`src/rtl/in_port_pkg.sv`:
```
`default_nettype none
// ============================================================================
// Module      : in_port_pkg
// Description : Shared types and constants for the INport capture front-end.
//               Holds the channel FSM state type, the channel read
//               addresses (these must match INport's address decode), the
//               channel count and a helper that maps a channel index to its
//               read address.
// Revision    : 1.0 - initial release
// ============================================================================
package in_port_pkg;

    localparam int NUM_CH = 4;

    localparam logic [7:0] CH0_ADDR = 8'h00;
    localparam logic [7:0] CH1_ADDR = 8'h01;
    localparam logic [7:0] CH2_ADDR = 8'h02;
    localparam logic [7:0] CH3_ADDR = 8'h03;

    typedef enum logic [0:0] {
        IDLE = 1'b0,
        ACK  = 1'b1
    } chan_state_e;

    // Maps a channel index to the INport address that reads that channel.
    function automatic logic [7:0] ch_addr(input int idx);
        logic [7:0] addr;
        case (idx)
            0:       addr = CH0_ADDR;
            1:       addr = CH1_ADDR;
            2:       addr = CH2_ADDR;
            default: addr = CH3_ADDR;
        endcase
        return addr;
    endfunction

endpackage
`default_nettype wire

```
`src/rtl/in_port_capture_if.sv`:
```
`default_nettype none
// ============================================================================
// Module      : in_port_capture_if
// Description : Bundles the device-side handshake, the INport read bus and
//               the holding-register / status outputs of in_port_capture.
//   master : drives ExtStrobe, ExtData1..4, INportRead, Address
//            (devices plus CPU/INport side); observes the rest.
//   slave  : the capture block; drives ExtAck, InpExtWorld1..4,
//            DataReady, Overrun.
// Revision    : 1.0 - initial release
// ============================================================================
interface in_port_capture_if #(
    parameter int DATA_W = 8
);
    logic [in_port_pkg::NUM_CH-1:0] ExtStrobe;
    logic [DATA_W-1:0]              ExtData1;
    logic [DATA_W-1:0]              ExtData2;
    logic [DATA_W-1:0]              ExtData3;
    logic [DATA_W-1:0]              ExtData4;
    logic [in_port_pkg::NUM_CH-1:0] ExtAck;
    logic                           INportRead;
    logic [7:0]                     Address;
    logic [DATA_W-1:0]              InpExtWorld1;
    logic [DATA_W-1:0]              InpExtWorld2;
    logic [DATA_W-1:0]              InpExtWorld3;
    logic [DATA_W-1:0]              InpExtWorld4;
    logic [in_port_pkg::NUM_CH-1:0] DataReady;
    logic [in_port_pkg::NUM_CH-1:0] Overrun;

    modport master (
        output ExtStrobe, ExtData1, ExtData2, ExtData3, ExtData4,
        output INportRead, Address,
        input  ExtAck, InpExtWorld1, InpExtWorld2, InpExtWorld3, InpExtWorld4,
        input  DataReady, Overrun
    );

    modport slave (
        input  ExtStrobe, ExtData1, ExtData2, ExtData3, ExtData4,
        input  INportRead, Address,
        output ExtAck, InpExtWorld1, InpExtWorld2, InpExtWorld3, InpExtWorld4,
        output DataReady, Overrun
    );

endinterface
`default_nettype wire

```
`src/rtl/in_port_chan.sv`:
```
`default_nettype none
// ============================================================================
// Module      : in_port_chan
// Description : One capture channel: strobe synchronizer, IDLE/ACK
//               four-phase handshake FSM, data holding register, data-ready
//               flag and (optionally) a sticky overrun flag.
//   Ports : clk, rst (async active-high)
//           i_ext_strobe  async device strobe
//           i_ext_data    device data, stable while strobe is high
//           i_rd_en/i_rd_addr  INport read enable and address
//           o_ext_ack     acknowledge to the device
//           o_data        holding register
//           o_ready       unread byte held
//           o_overrun     byte overwritten before it was read
//   Option : INPORT_CAPTURE_OVERWRITE_EN - capture into a full channel
//            (setting overrun) instead of stalling the device.
// Revision    : 1.0 - initial release
// ============================================================================
module in_port_chan
    import in_port_pkg::*;
#(
    parameter int         DATA_W      = 8,
    parameter int         SYNC_STAGES = 2,   // must be at least 2
    parameter logic [7:0] ADDR        = 8'h00
) (
    input  wire logic              clk,
    input  wire logic              rst,
    input  wire logic              i_ext_strobe,
    input  wire logic [DATA_W-1:0] i_ext_data,
    input  wire logic              i_rd_en,
    input  wire logic [7:0]        i_rd_addr,
    output logic                   o_ext_ack,
    output logic [DATA_W-1:0]      o_data,
    output logic                   o_ready,
    output logic                   o_overrun
);

    chan_state_e              state_q, state_d;
    logic [SYNC_STAGES-1:0]   sync_q,  sync_d;
    logic                     ack_q,   ack_d;
    logic [DATA_W-1:0]        data_q,  data_d;
    logic                     ready_q, ready_d;
    logic                     w_strb_s;
    logic                     w_rd_hit;
`ifdef INPORT_CAPTURE_OVERWRITE_EN
    logic                     ovr_q,   ovr_d;
`endif

    assign w_strb_s = sync_q[SYNC_STAGES-1];
    assign w_rd_hit = i_rd_en && (i_rd_addr == ADDR);

    always_comb begin
        sync_d  = {sync_q[SYNC_STAGES-2:0], i_ext_strobe};
        state_d = state_q;
        ack_d   = ack_q;
        data_d  = data_q;
        ready_d = ready_q;
`ifdef INPORT_CAPTURE_OVERWRITE_EN
        ovr_d   = ovr_q;
`endif

        // Read clear is applied first so that a capture on the same edge
        // (overwrite case) takes priority over it.
        if (w_rd_hit) begin
            ready_d = 1'b0;
`ifdef INPORT_CAPTURE_OVERWRITE_EN
            ovr_d   = 1'b0;
`endif
        end

        case (state_q)
            IDLE: begin
                // Capture depends on ready_q (this cycle's flag), so a read
                // that frees a full channel lets the capture happen one
                // edge later.
                if (w_strb_s && !ready_q) begin
                    data_d  = i_ext_data;
                    ready_d = 1'b1;
                    ack_d   = 1'b1;
                    state_d = ACK;
                end
`ifdef INPORT_CAPTURE_OVERWRITE_EN
                else if (w_strb_s) begin
                    data_d  = i_ext_data;
                    ready_d = 1'b1;
                    ovr_d   = 1'b1;
                    ack_d   = 1'b1;
                    state_d = ACK;
                end
`endif
            end
            ACK: begin
                if (!w_strb_s) begin
                    ack_d   = 1'b0;
                    state_d = IDLE;
                end
            end
            default: begin
                ack_d   = 1'b0;
                state_d = IDLE;
            end
        endcase
    end

    always_ff @(posedge clk or posedge rst) begin
        if (rst) begin
            state_q <= IDLE;
            sync_q  <= '0;
            ack_q   <= 1'b0;
            data_q  <= '0;
            ready_q <= 1'b0;
`ifdef INPORT_CAPTURE_OVERWRITE_EN
            ovr_q   <= 1'b0;
`endif
        end else begin
            state_q <= state_d;
            sync_q  <= sync_d;
            ack_q   <= ack_d;
            data_q  <= data_d;
            ready_q <= ready_d;
`ifdef INPORT_CAPTURE_OVERWRITE_EN
            ovr_q   <= ovr_d;
`endif
        end
    end

    assign o_ext_ack = ack_q;
    assign o_data    = data_q;
    assign o_ready   = ready_q;
`ifdef INPORT_CAPTURE_OVERWRITE_EN
    assign o_overrun = ovr_q;
`else
    assign o_overrun = 1'b0;
`endif

endmodule
`default_nettype wire

```
`src/rtl/in_port_capture.sv`:
```
`default_nettype none
// ============================================================================
// Module      : in_port_capture
// Description : Four-channel strobe/ack capture front-end for INport. Each
//               channel captures a device byte into a holding register that
//               drives INport's InpExtWorld1..4 inputs, flags DataReady, and
//               clears the flag when the CPU reads that channel's address.
//   Ports : clk, Reset (async active-high), bus (in_port_capture_if.slave:
//           ExtStrobe, ExtData1..4, ExtAck, INportRead, Address,
//           InpExtWorld1..4, DataReady, Overrun)
//   Option : INPORT_CAPTURE_OVERWRITE_EN - overwrite full channels and flag
//            Overrun instead of back-pressuring the device.
// Revision    : 1.0 - initial release
// ============================================================================
module in_port_capture
    import in_port_pkg::*;
#(
    parameter int DATA_W      = 8,
    parameter int SYNC_STAGES = 2
) (
    input  wire logic         clk,
    input  wire logic         Reset,
    in_port_capture_if.slave  bus
);

    logic [DATA_W-1:0] w_ext_data [NUM_CH];
    logic [DATA_W-1:0] w_hold     [NUM_CH];
    logic [NUM_CH-1:0] w_ack;
    logic [NUM_CH-1:0] w_ready;
    logic [NUM_CH-1:0] w_overrun;

    assign w_ext_data[0] = bus.ExtData1;
    assign w_ext_data[1] = bus.ExtData2;
    assign w_ext_data[2] = bus.ExtData3;
    assign w_ext_data[3] = bus.ExtData4;

    for (genvar i = 0; i < NUM_CH; i++) begin : g_ch
        in_port_chan #(
            .DATA_W      (DATA_W),
            .SYNC_STAGES (SYNC_STAGES),
            .ADDR        (ch_addr(i))
        ) u_chan (
            .clk          (clk),
            .rst          (Reset),
            .i_ext_strobe (bus.ExtStrobe[i]),
            .i_ext_data   (w_ext_data[i]),
            .i_rd_en      (bus.INportRead),
            .i_rd_addr    (bus.Address),
            .o_ext_ack    (w_ack[i]),
            .o_data       (w_hold[i]),
            .o_ready      (w_ready[i]),
            .o_overrun    (w_overrun[i])
        );
    end

    assign bus.ExtAck       = w_ack;
    assign bus.DataReady    = w_ready;
    assign bus.Overrun      = w_overrun;
    assign bus.InpExtWorld1 = w_hold[0];
    assign bus.InpExtWorld2 = w_hold[1];
    assign bus.InpExtWorld3 = w_hold[2];
    assign bus.InpExtWorld4 = w_hold[3];

endmodule
`default_nettype wire

```
`src/flat_wrapper.sv`:
```
// flat-port wrapper written by rule: the top's interface ports become plain ports
module in_port_capture_flat import in_port_pkg::*;
#(
    parameter int DATA_W      = 8,
    parameter int SYNC_STAGES = 2
)
  (clk, Reset, bus_ExtStrobe, bus_ExtData1, bus_ExtData2, bus_ExtData3, bus_ExtData4, bus_INportRead, bus_Address, bus_ExtAck, bus_InpExtWorld1, bus_InpExtWorld2, bus_InpExtWorld3, bus_InpExtWorld4, bus_DataReady, bus_Overrun);
  in_port_capture_if #(.DATA_W(DATA_W)) bus_i ();
  input  wire logic clk;
  input  wire logic Reset;
  input wire logic [$bits(bus_i.ExtStrobe)-1:0] bus_ExtStrobe;
  input wire logic [$bits(bus_i.ExtData1)-1:0] bus_ExtData1;
  input wire logic [$bits(bus_i.ExtData2)-1:0] bus_ExtData2;
  input wire logic [$bits(bus_i.ExtData3)-1:0] bus_ExtData3;
  input wire logic [$bits(bus_i.ExtData4)-1:0] bus_ExtData4;
  input wire logic [$bits(bus_i.INportRead)-1:0] bus_INportRead;
  input wire logic [$bits(bus_i.Address)-1:0] bus_Address;
  output wire logic [$bits(bus_i.ExtAck)-1:0] bus_ExtAck;
  output wire logic [$bits(bus_i.InpExtWorld1)-1:0] bus_InpExtWorld1;
  output wire logic [$bits(bus_i.InpExtWorld2)-1:0] bus_InpExtWorld2;
  output wire logic [$bits(bus_i.InpExtWorld3)-1:0] bus_InpExtWorld3;
  output wire logic [$bits(bus_i.InpExtWorld4)-1:0] bus_InpExtWorld4;
  output wire logic [$bits(bus_i.DataReady)-1:0] bus_DataReady;
  output wire logic [$bits(bus_i.Overrun)-1:0] bus_Overrun;
  assign bus_i.ExtStrobe = bus_ExtStrobe;
  assign bus_i.ExtData1 = bus_ExtData1;
  assign bus_i.ExtData2 = bus_ExtData2;
  assign bus_i.ExtData3 = bus_ExtData3;
  assign bus_i.ExtData4 = bus_ExtData4;
  assign bus_i.INportRead = bus_INportRead;
  assign bus_i.Address = bus_Address;
  assign bus_ExtAck = bus_i.ExtAck;
  assign bus_InpExtWorld1 = bus_i.InpExtWorld1;
  assign bus_InpExtWorld2 = bus_i.InpExtWorld2;
  assign bus_InpExtWorld3 = bus_i.InpExtWorld3;
  assign bus_InpExtWorld4 = bus_i.InpExtWorld4;
  assign bus_DataReady = bus_i.DataReady;
  assign bus_Overrun = bus_i.Overrun;
  in_port_capture #(.DATA_W(DATA_W), .SYNC_STAGES(SYNC_STAGES)) u_core (.clk(clk), .Reset(Reset), .bus(bus_i));
endmodule
```
`config.mk`:
```
export PLATFORM = sky130hd
export DESIGN_NAME = in_port_capture_flat
export DESIGN_NICKNAME = d
export VERILOG_FILES = /design/src/rtl/in_port_pkg.sv /design/src/rtl/in_port_capture_if.sv /design/src/rtl/in_port_chan.sv /design/src/rtl/in_port_capture.sv /design/src/flat_wrapper.sv
export SDC_FILE = /design/constraint.sdc
export NUM_CORES = 1
export LEC_CHECK = 0
export ABC_AREA = 1
export CORE_AREA = 2 2 76 78
export DETAILED_ROUTE_END_ITERATION = 10
export DIE_AREA = 0 0 78 80
export GPL_ROUTABILITY_DRIVEN = 0
export PLACE_DENSITY_LB_ADDON = 0.12
export SKIP_CTS_REPAIR_TIMING = 1
export SLEW_MARGIN = 30
export SYNTH_ARGS = -nofsm -noshare
export SYNTH_HDL_FRONTEND = slang
export SYNTH_SLANG_ARGS = --single-unit
```
`constraint.sdc`:
```
create_clock -name clk -period 3.05 [get_ports clk]
set_clock_uncertainty 0.15 [all_clocks]
set_input_delay 0.61 -clock clk [delete_from_list [all_inputs] [get_ports clk]]
set_output_delay 0.61 -clock clk [all_outputs]
set_load 0.01 [all_outputs]
```
# Yosys cells after proc, flatten, opt, wreduce, memory -nomap -nowiden
# Cells that the tools add are included.
# op_classes
addsub	0
div_mod_pow	0
n_reduce_logical	21
order_cmp	0
mul	0
n_mux	36
eq_ne	11
shifts	0
bitwise	4
# ops
operator	n
2-to-1 mux 1 bit	28
equality test 8 x 2 -> 1 bit (second input constant)	2
inequality test 2 bit (second input constant)	8
case mux 1 bit (2 select lines)	8
AND reduction 2 bit	8
equality test 8 x 1 -> 1 bit (second input constant)	1
logical AND 1 bit	8
logical NOT 8 bit	1
logical NOT 1 bit	4
inverter 1 bit	4
# word_totals
out_inout_bits	44
input_bits	47
ram_bits	0
elab_cells	92
latch_bits	0
ff_bits	52
mem_bits_ro	0
n_memories	0

# Depth between registers and ports, before layout
# Gate-level depths: netlist of run 1.
# logic_depth
depth_word	5
mapped_depth	6
mapped_depth_nobuf	6

# Cells and area by module
# A second synthesis of run 1 with hierarchy kept.
# hier_totals
cells_unflattened	237
hier_area_um2	2229.6
# modules_own_cells
mod	cells_each	seq_area_each_um2	n_inst	area_per_inst_um2
in_port_chan (u_core.g_ch[1].u_chan ...)	60	325.3	2	560.5
in_port_chan (u_core.g_ch[0].u_chan)	59	325.3	1	556.8
in_port_chan (u_core.g_ch[3].u_chan)	58	325.3	1	551.8

# Least setup slack after synthesis of run 1
# OpenSTA, ideal clock, no wires.
# synth_path
kind	register to output
startpoint	register u_core.g_ch[2].u_chan.ready_q
endpoint	output port bus_DataReady[2]
slack_ps	1686
arrival_time_ps	604
n_path_buf	1
stages_incl_launch_ff	2
t_required_ps	2290
cell_sequence	dfrtp_1 buf_4
# synth_lines
element	line	rtl
from (decl)	in_port_chan.sv:42	logic ready_q, ready_d;
from (signal assigned)	in_port_chan.sv:120	ready_q <= ready_d;
to (decl)	flat_wrapper.sv:23	output wire logic [$bits(bus_i.DataReady)-1:0] bus_DataReady;
# No word-level cell between the ends.

# Final worst setup path of run 1
# layout_path
startpoint	register u_core.g_ch[2].u_chan.ready_q
endpoint	output port bus_DataReady[2]
# No word-level cell between the ends.

==> metrics.txt, run 1 <==
# IOs 91; Syn Area/Cell 9.69 µm²; status finished, final reports clean; Synth Area in Compound Gates 2.73%; Via density 4.35; Critical Path Start Type flop; row count 27; fin crit share 70.5%; TritonRoute pass-1 iters 4; CP Max Fanout 4; simple logic cell fraction of the synthesized area 27.8%; mux cell area share after synthesis 0%; slowest CP cell clkdlybuf4s50_1; cell family with most CP delay buffers and inverters; Required @ worst endpoint 2.29 ns; routing usage on met3 3.73%; power per cell area 792 mW/mm²; RSZ-0062 raised after global routing false; nets 348; crit path kind flop to primary output; Antenna Nets Post-Route 0; Detailed Place HPWL 3.18 mm; Core ar. 0.00541 mm²; Die Area 0.00624 mm²; Buffers on Ports 86; most numerous cell in the Yosys netlist nand2_1; post-route setup TNS 0 ns; leakage power 1.44 nW; maximum clock path buffer count 2; WP data arrival 1.39 ns; #FFs+latches synth 52; CTS Buf Count 5; initial antenna violation count 0; Final setup viols 0; initial DRC count 56; Synth area leader dfrtp_1; chip width 78 µm; Yosys Warn Count 0; RR Startpoint u_core.g_ch[0].u_chan.o_ready; Netlist cell types 16; max-slew violations 0; sequential share of the synthesized area 61.6%; met1 usage 19.9%; Post-Syn Area 0.00211 mm²; top_reg_cell synth dfrtp_1; H-tree levels 2; Tmin final 2.15 ns; clk_lat worst skew 0.29 ns; worst r2r dst u_core.g_ch[0].u_chan.o_data[4]; Hold Vio Cnt, Final 0; met2 Use GR 23.4%; Cells after Synth 218; Synth Area in Adders 0%; EDFF count, synth 0; Hold Path Class flop to flop; CP Depth 1; XOR/XNOR Fraction of Synth Area 0%; Worst Setup SP u_core.g_ch[2].u_chan.o_ready; hold path depth 0; top cells by area, synth dfrtp_1 (62%), nand2_1 (14%), nand3_1 (7.8%); asr flop ratio synth 100%; crit path to bus_DataReady[2]; post-synth top area share 61.6%; drt drc 0; wire per inst 11.7 µm; vias in the first global route 1618; Via Count 1627; die height 80 µm; grt ovf 0; first-pass GRT wire length 7.25 mm; post-layout util 56.9%; diode count 0; CTS sink cnt 52; GRT Overall Usage 14.8%; Hold WS 0.205 ns; worst r2r path cells 4; CP cell instances clkdlybuf4s50_1; CTS tree yes; CTS clk-pin slew, worst paths 0.09 ns; Total Wirelength 4.39 mm; P&R area growth vs syn 45.6%; most frequent cells after synthesis nand2_1 (80), dfrtp_1 (52), nand3_1 (33); Peak VDD IR 0.369 mV; relative slew slack 58.8%; CP Buf/Inv Count 1; CTS Root Cell clkbuf_8; number of max-cap violations 0; largest family of logic cells by synthesized area simple AND/OR/NAND/NOR gates; pin count of the biggest net entering global routing 31; slowest cell delay on critical path 0.60 ns; starting density of the core 39.1%; Max Freq 465 MHz; worst slew pin tran 0.618 ns; Top Usage Layer GRT met2; share of layout cells above drive strength 1 6.95%; Worst setup EP type primary output; r2r setup slk 1.80 ns
## registers in the layout, indices dropped and copies added (netlist names)
name,cells
u_core.g_ch.u_chan.o_ready,4
u_core.g_ch.u_chan.sync_q,8
u_core.g_ch.u_chan.state_q,4
u_core.g_ch.u_chan.o_data,32
u_core.g_ch.u_chan.o_ext_ack,4
## logic make-up (layout without fill, tap and decap cells)
kind of cell | after synthesis | after routing
buf+inv | 30 | 111
compound gates | 10 | 10
other cells | 1 | 4
simple gates | 125 | 125
flops | 52 | 52
## layout make-up
class	count	area, µm²
flip-flops and latches	52	1300
repair buffers	88	876
fillers	511	2330
clock buffers	8	90.1
multi-input cells	139	661
well taps	72	90.1
inverters	15	56.3
## metal layers
layer / vias to the layer above / part of all wire (%)
li1: 837 / -
met1: 735 / 47
met2: 53 / 45
met3: 2 / 6.8
met4: 0 / 0.57
met5: - / 0
## placed cells by master, fill, tap and decap left out
master / count
dfrtp_1: 52
nand3_1: 33
inv_2: 4
buf_4: 2
a22oi_2: 1
inv_1: 11
nor2_4: 3
a21oi_1: 4
clkbuf_1: 2
nor2_1: 4
nand2_4: 3
conb_1: 4
nand2_8: 1
o21ai_0: 5
clkdlybuf4s50_1: 86
nor2_8: 1
nand2_1: 80
clkbuf_8: 6
## worst min-delay path by stage
stage,endpoint,start,slack [ns]
2_1_floorplan,u_core.g_ch[0].u_chan.sync_q[1],u_core.g_ch[0].u_chan.sync_q[0],0.18
3_3_place_gp,u_core.g_ch[1].u_chan.sync_q[1],u_core.g_ch[1].u_chan.sync_q[0],0.18
6_report,u_core.g_ch[2].u_chan.sync_q[1],u_core.g_ch[2].u_chan.sync_q[0],0.20
4_1_cts,u_core.g_ch[2].u_chan.sync_q[1],u_core.g_ch[2].u_chan.sync_q[0],0.21
5_1_grt,u_core.g_ch[0].u_chan.sync_q[1],u_core.g_ch[0].u_chan.sync_q[0],0.21
3_5_place_dp,u_core.g_ch[2].u_chan.sync_q[1],u_core.g_ch[2].u_chan.sync_q[0],0.18
## metrics by stage
| stage | power [W] | cells | area, µm² | setup WS (ns) |
|---|---|---|---|---|
| after CTS | 0.00247 | 374 | 3070 | 0.885 |
| after detailed placement | 0.00208 | 366 | 2980 | 1.20 |
| after global routing | 0.00260 | 374 | 3070 | 0.859 |
| after global placement | 0.00206 | 366 | 2980 | 1.23 |
| after floorplan | 0.00150 | 221 | 2120 | 1.03 |
| final | 0.00243 | 374 | 3070 | 0.900 |
## power by group
| group | switching, W | internal (W) |
|---|---|---|
| logic | 0.000395 | 0.000568 |
| clock network | 0.000200 | 0.000185 |
| registers | 0.000139 | 0.000946 |
No activity file was read; power rests on OpenSTA's default activity.
==> run 2, diff against run 1 <==
- CORE_AREA: 2 2 76 78 -> 2 2 78 80
- DIE_AREA: 0 0 78 80 -> 0 0 80 82
- clock period: 3.05 -> 1.86 ns (I/O delays scaled with it)
==> metrics.txt, run 2 (synthesis gave the netlist of run 1 again) <==
fillers 559 (+9.4%); Max Freq 560 MHz; die height 82 µm (+2.5%); Tmin final 1.78 ns; Via density 4.41 (+1.5%); diode count 0 (unchanged); fin crit share 96.0%; Final setup viols 0 (unchanged); Core ar. 0.00575 mm² (+6.3%); leakage power 1.46 nW (+1.5%); CTS clk-pin slew, worst paths 0.09 ns (about the same); Hold Vio Cnt, Final 0 (unchanged); grt ovf 0 (unchanged); crit path kind flop to primary output; post-route setup TNS 0 ns (unchanged); Total Wirelength 4.36 mm (-0.73%); initial antenna violation count 0 (unchanged); combinational power share 37.9% (-1.7 points); Required @ worst endpoint 1.34 ns (-0.95 ns); clk_lat worst skew 0.30 ns (about the same); slowest cell delay on critical path 0.56 ns (-0.04 ns); clock power share 19.8% (+4.0 points); CTS tree yes; Register Area 0.00131 mm² (+0.29%); number of max-cap violations 0 (unchanged); RR Startpoint u_core.g_ch[1].u_chan.o_ready; vias in the first global route 1604 (-0.87%); TritonRoute pass-1 iters 4 (unchanged); CP Max Fanout 4 (unchanged); Cell Int Power 0.00296 W (+74%); GRT Overall Usage 14.2% (-0.59 points); commonest non-fill, non-tap cell in the layout clkdlybuf4s50_1; Worst setup EP type primary output; Critical Path Start Type flop; multi-input logic area 661 µm² (unchanged); Antenna Nets Post-Route 0 (unchanged); sw power 0.00124 W (+69%); CTS Buf Count 5 (unchanged); initial DRC count 31 (-45%); H-tree levels 2 (unchanged); min-delay src u_core.g_ch[2].u_chan.sync_q[0]; drt drc 0 (unchanged); CP Buf/Inv Count 1 (unchanged); CTS sink cnt 52 (unchanged); pin count of the biggest net entering global routing 53 (+71%); Hold Path Class flop to flop; # IOs 91 (unchanged); status finished, final reports clean; share of layout cells above drive strength 1 8.61% (+1.7 points); max-slew violations 0 (unchanged); power per cell area 1340 mW/mm² (+70%); post-layout util 54.5% (-2.4 points); wire per inst 11.6 µm (-1.5%); Die Area 0.00656 mm² (+5.1%); Flop pwr share 42.3% (-2.3 points); RSZ-0062 raised after global routing false; maximum clock path buffer count 2 (unchanged); Detailed Place HPWL 3.11 mm (-2.3%); Worst Setup SP u_core.g_ch[0].u_chan.o_ready; WP data arrival 1.26 ns (-0.13 ns); Buffers on Ports 86 (unchanged); nets 348 (unchanged); CTS Root Cell clkbuf_8; switching share of total power 29.5% (-0.70 points); Peak VDD IR 0.591 mV (+60%); CP cell instances clkdlybuf4s50_1; P&R area growth vs syn 48.2%; first-pass GRT wire length 7.21 mm (-0.57%); starting density of the core 36.8% (-2.3 points); cell family with most CP delay buffers and inverters; Via Count 1664 (+2.3%); chip width 80 µm (+2.6%); most frequent cells in the layout clkdlybuf4s50_1 (86), nand2_1 (80), dfrtp_1 (49), nand3_1 (33), inv_1 (11); slowest CP cell clkdlybuf4s50_1; max reg flops 32 (unchanged); row count 28 (+3.7%)
==> run 2: cell types whose count changed in the layout (fill, tap and decap cells not counted), sizes merged <==
cell / delta
clkbuf: -1
bufinv: +1
==> run 2: layout make-up <==
cell class,instances,area share (%)
flip-flops and latches,52,41.7
multi-input cells,139,21.1
inverters,15,1.80
clock buffers,7,3.08
well taps,75,3.00
clock inverters,1,0.959
repair buffers,88,28.4
==> run 2: path summary, 6_finish.rpt <==
| path | to | slack, ns | depth (start not counted) |
|---|---|---|---|
| worst max-delay path | bus_DataReady[0] | 0.08 | 1 |
| worst min-delay path | u_core.g_ch[2].u_chan.sync_q[1] | 0.21 | 0 |
| worst max register to register | u_core.g_ch[1].u_chan.o_data[2] | 0.62 | 4 |
| worst min register to register | u_core.g_ch[2].u_chan.sync_q[1] | 0.21 | 0 |
| max in group asynchronous | u_core.g_ch[0].u_chan.o_ready | 1.04 | 3 |
| min in group asynchronous | u_core.g_ch[2].u_chan.o_data[4] | 0.28 | 3 |
==> run 2: per-layer routing <==
metal	GRT usage, %	up-vias	wire (µm)
li1	-	836	-
met4	4.58	0	53
met1	18.1	764	1990
met5	0	-	0
met2	23.3	59	2020
met3	4.40	5	296
==> run 2: power groups by stage <==
stage / Clock, W / Combinational (W) / Sequential, W
2_1_floorplan: 0 / 0.000501 / 0.00196
3_3_place_gp: 0 / 0.00159 / 0.00179
3_5_place_dp: 0 / 0.00162 / 0.00180
4_1_cts: 0.000857 / 0.00162 / 0.00178
5_1_grt: 0.000906 / 0.00175 / 0.00183
6_report: 0.000833 / 0.00159 / 0.00177
==> run 2: metrics by stage <==
stage	cell area, µm²	hold slack (ns)	cells	total power [W]	setup slack [ns]
2_1_floorplan	2120	0.181	221	0.00246	0.0801
3_3_place_gp	3000	0.186	369	0.00338	0.259
3_5_place_dp	3000	0.187	369	0.00342	0.267
4_1_cts	3130	0.208	377	0.00427	0.0126
5_1_grt	3130	0.215	377	0.00449	0.0269
6_report	3130	0.205	377	0.00420	0.0751
==> run 3, diff against run 2 <==
- SLEW_MARGIN: 30 -> 10
==> results of run 3 <==
Final layout, timing and power as in run 2 (identical DEF).
